## src/rtl/mips_fetch.sv

```systemverilog
// mips_fetch: PC and instruction-memory fetch with a small queue feeding the decoder.
module mips_fetch #(
  parameter logic [31:0] RESET_PC = 32'h00400000,
  parameter int QDEPTH = 2
) (
  input  logic        clock,
  input  logic        reset,
  output logic [31:0] imem_addr,
  output logic        imem_req,
  input  logic        imem_ack,
  input  logic [31:0] imem_data,
  output logic [31:0] inst,
  output logic [31:0] inst_pc,
  output logic        inst_valid,
  input  logic        inst_ready,
  output logic [5:0]  opcode,
  output logic [5:0]  funct,
  output logic [4:0]  rs,
  output logic [4:0]  rt,
  output logic [4:0]  rd,
  output logic [15:0] imm16,
  input  logic        except,
  input  logic        redirect,
  input  logic [31:0] redirect_pc,
  output logic        halted
);
  localparam int PW = $clog2(QDEPTH);
  localparam int CW = PW + 1;
  typedef enum logic {RUN, HALTED} state_t;
  state_t state_q, state_d;
  logic [31:0] pc_q, pc_d;
  logic [CW-1:0] count_q, count_d;
  logic [PW-1:0] wr_q, wr_d, rd_q, rd_d;
  logic [31:0] qinst_q [QDEPTH];
  logic [31:0] qpc_q [QDEPTH];
  logic xfer, pop, exc, flush, push;
  assign imem_req   = ~reset & (state_q == RUN) & (count_q < CW'(QDEPTH)) & ~redirect;
  assign imem_addr  = pc_q;
  assign inst_valid = (count_q != '0) & (state_q == RUN);
  assign halted     = (state_q == HALTED);
  assign inst       = qinst_q[rd_q];
  assign inst_pc    = qpc_q[rd_q];
  assign opcode     = inst[31:26];
  assign funct      = inst[5:0];
  assign rs         = inst[25:21];
  assign rt         = inst[20:16];
  assign rd         = inst[15:11];
  assign imm16      = inst[15:0];
  always_comb begin
    xfer    = imem_req & imem_ack;
    pop     = inst_valid & inst_ready;
    exc     = pop & except & ~redirect;
    flush   = redirect | exc;
    push    = xfer & ~exc;
    state_d = redirect ? RUN : exc ? HALTED : state_q;
    pc_d    = redirect ? (redirect_pc & ~32'h3) : push ? pc_q + 32'd4 : pc_q;
    count_d = flush ? '0 : count_q + CW'(push) - CW'(pop);
    wr_d    = flush ? '0 : wr_q + PW'(push);
    rd_d    = flush ? '0 : rd_q + PW'(pop);
  end
  always_ff @(posedge clock) begin
    if (reset) begin
      state_q <= RUN;
      pc_q    <= RESET_PC;
      count_q <= '0;
      wr_q    <= '0;
      rd_q    <= '0;
    end else begin
      state_q <= state_d;
      pc_q    <= pc_d;
      count_q <= count_d;
      wr_q    <= wr_d;
      rd_q    <= rd_d;
    end
  end
  // Queue storage needs no reset: entries are only read while count is non-zero.
  always_ff @(posedge clock) begin
    if (push) begin
      qinst_q[wr_q] <= imem_data;
      qpc_q[wr_q]   <= pc_q;
    end
  end
endmodule

```

## config.mk

```make
export PLATFORM = sky130hd
export DESIGN_NAME = mips_fetch
export DESIGN_NICKNAME = d
export VERILOG_FILES = /design/src/rtl/mips_fetch.sv
export SDC_FILE = /design/constraint.sdc
export NUM_CORES = 1
export LEC_CHECK = 0
export CORE_ASPECT_RATIO = 0.7
export CORE_UTILIZATION = 52
export CTS_BUF_LIST = sky130_fd_sc_hd__clkbuf_8
export DETAILED_ROUTE_END_ITERATION = 7
export PLACE_DENSITY = 0.91
export SLEW_MARGIN = 20
export SYNTH_ARGS = -nofsm -noshare
export SYNTH_HDL_FRONTEND = slang
export SYNTH_SLANG_ARGS = --single-unit
```

## constraint.sdc

```tcl
create_clock -name clock -period 11.3 [get_ports clock]
set_input_delay 1.695 -clock clock [delete_from_list [all_inputs] [get_ports clock]]
set_output_delay 1.695 -clock clock [all_outputs]
set_load 0.005 [all_outputs]
```

==> run_results.csv <==
group,metric,value,unit
floorplanning,ios,212,
sta,period_share,45.19,%
clock_network,postCtsHoldBufs,0,
worst_setup_path,worst_ep_required_time,9.61,ns
run_status,violations,"design-rule violations",
power,peakVddDrop,78.57,uV
power,power.leakage,3.074,nW
power,power,0.001213,W
sta,drv_slew,0,
clock_network,cts_resized,0,
sta,max_freq,0.1958,GHz
sta,tightest_slew,0.9146,ns
global_routing,grt_overflow,0,
synth,yosysMostFrequentCell,"edfxtp_1",
worst_setup_path,end_kind,"output pin",
sta,slew_headroom,39.03,%
final_layout,drive_gt1_share,16.15,%
synth,synthCells,501,
global_routing,grt_pass1_vias,4644,
synth,synth_compound_area_share,6.379,%
place,hpwl,10420,um
clock_network,cts_sinks,159,
sta,hold_viol_final,0,
worst_setup_path,crit_type,"primary input to output pin",
synth,synth_top_family_by_area,"multiplexers",
clock_network,cts_root_buf,"clkbuf_8",
global_routing,grt.total_usage,23.82,%
final_layout,antenna_cells,0,
floorplanning,die_h,98.00,um
synth,muxShareOfSynthArea,10.82,%
min_path,hold_class,"flop to flop",
floorplanning,die_area,13630,um2
sta,rsz0062_at_grt,"no",
floorplanning,start_util,54.18,%
sta,holdWs,0.5457,ns
synth,netlist_area,6845,um2
sta,fin_crit,5.107,ns
global_routing,grt_pass1_wl,24650,um
synth,synth_common_cells,"edfxtp_1, mux2_2, buf_4, nand2_1, dfxtp_1",
drt,route.detailed.drc,17,
drt,first_pass_iters,8,
clock_network,cts_max_path_buffers,2,
worst_setup_path,crit_arrival,3.41,ns
synth,ys.flop_type,"edfxtp_1",
sta,fin_setup_tns,0,ns
synth,ys_types,50,
sta,clock_skew,0.01162,ns
job,cap_violations,0,
worst_setup_path,crit_fanout,30,
global_routing,antenna_found_initial,0,
clock_network,clock_latency,0.44,ns
clock_network,cts_tree,"yes",
worst_setup_path,start_kind,"primary input",
synth,synth_edf_count,124,
synth,yosys_warnings,0,
synth,ys_top_cells_by_area,"edfxtp_1, mux2_2, dfxtp_1, buf_4, nand2_1",
run_status,outcome,"finished with violations",
drt,via_per_inst,5.630,
drt,final_antenna_net_count,0,
drt,vias,4712,
final_layout,nets,738,
synth,syn_avg_cell_area,13.66,um2
drt,dr.first_iter.drc_count,472,
power,power_density,132.8,nW/um2
place,port-buffer-count,205,
place,gp_congestion,0.8284,
synth,yosysSeqAreaShare,64.63,%
floorplanning,fp.coreArea,12630,um2
clock_network,post_cts.repair.setup_buffers,0,
synth,synth_xor_area_share,0.6397,%
clock_network,cts.clk_slew.worst_paths,0.08,ns
clock_network,h-tree-depth,4,
synth,ys_seq_elements,159,
floorplanning,dieWidth,139.1,um
synth,yosysTopAreaCell,"edfxtp_1",
synth,synthAdderAreaFrac,0.9139,%
synth,async_flop_share,0,%
place,placed_area,8707,um2
final_layout,fillers,818,
final_layout,areaGrowthSynthToFinish,33.45,%
clock_network,cts_inserted_buffers,17,
global_routing,grt_max_degree,65,
floorplanning,row_count,34,
final_layout,finalInstanceArea,9135,um2
synth,synth_top_area_share,54.40,%
drt,drt-total-wl,15910,um
sta,setup_viol,0,
synth,synth-simple-area-share,9.395,%
drt,wl_per_cell,19.01,um
[power by group]
| part | internal [W] | leakage [nW] | total, W | switching [W] |
|---|---|---|---|---|
| registers | 0.000645 | 1.44 | 0.000661 | 0.0000157 |
| logic | 0.0000646 | 1.43 | 0.000104 | 0.0000397 |
| clock network | 0.000240 | 0.205 | 0.000448 | 0.000208 |
| total | 0.000949 | 3.07 | 0.00121 | 0.000264 |
[critical path: stages]
cell,delay (ns)
clkdlybuf4s50_1,0.39
buf_4,0.24
or4_4,0.52
inv_1,0.07
clkdlybuf4s50_1,0.49
[worst paths after layout]
path,startpoint,endpoint,slack (ns),cells after the start
setup reg to reg,halted$_SDFFE_PP0P_,qpc_q[1][26]$_DFFE_PP_,8.35,4
hold reg to reg,halted$_SDFFE_PP0P_,halted$_SDFFE_PP0P_,0.55,1
hold / removal,halted$_SDFFE_PP0P_,halted$_SDFFE_PP0P_,0.55,1
setup / recovery,reset,imem_req,6.19,5
[placed cells by master, fill, tap and decap left out, drive strengths merged, types with 5 or more instances in the layout]
cell type,count
o211ai,5
and3,7
clkdlybuf4s50,205
a31oi,13
ha,5
or4,7
and2,7
dfxtp,35
o21ai,9
nand3,12
nor2,11
edfxtp,124
nand4,14
o311ai,5
nor3,10
a21oi,18
nand2,37
inv,10
clkbuf,17
mux2,64
clkinv,6
[layout make-up]
class                      instances  area [um2]  share of cell area, %
clock buffer                      17       234.0                  2.561
clock inverter                    14       193.9                  2.123
tap                              162       202.7                  2.219
multi-input combinational        268        1967                  21.53
inverter                          10       42.54                 0.4657
timing repair buffer             207        2067                  22.63
sequential                       159        4428                  48.47
[routing by layer]
layer	global-route usage (%)	vias up	share of wire, %	wire length (um)
met1	28.73	2245	40	6367
met4	9.744	0	1.2	191
met3	7.651	20	9.8	1562
li1	-	2161	-	-
met5	0	-	0	0
met2	39.86	286	49	7789
[cells by family (layout without fill, tap and decap cells)]
family / count (synthesis) / in the layout
adder cells (fa/ha/maj): 5 / 5
AO/OA/AOI/OAI: 67 / 67
XOR/XNOR: 5 / 5
other: 1 / 4
multiplexers: 66 / 66
buffers and inverters: 77 / 248
AND/OR/NAND/NOR: 121 / 121
flip-flops: 159 / 159
[metrics by stage]
| stage | utilization, % | worst slack [ns] | std cells |
|---|---|---|---|
| floorplan | - | 6.508 | 504 |
| global placement | 68.91 | 6.203 | 806 |
| detailed placement | 68.91 | 6.215 | 806 |
| CTS | 72.30 | 6.204 | 837 |
| global route | 72.30 | 6.162 | 837 |
| finish | 72.30 | 6.193 | 837 |
[registers in the layout (all words and copies together) (netlist names)]
name and count:
count_q 2, halted 1, imem_addr 30, qinst_q 64, qpc_q 60, rd_q 1, wr_q 1
Power figures use the tool's default switching activity.
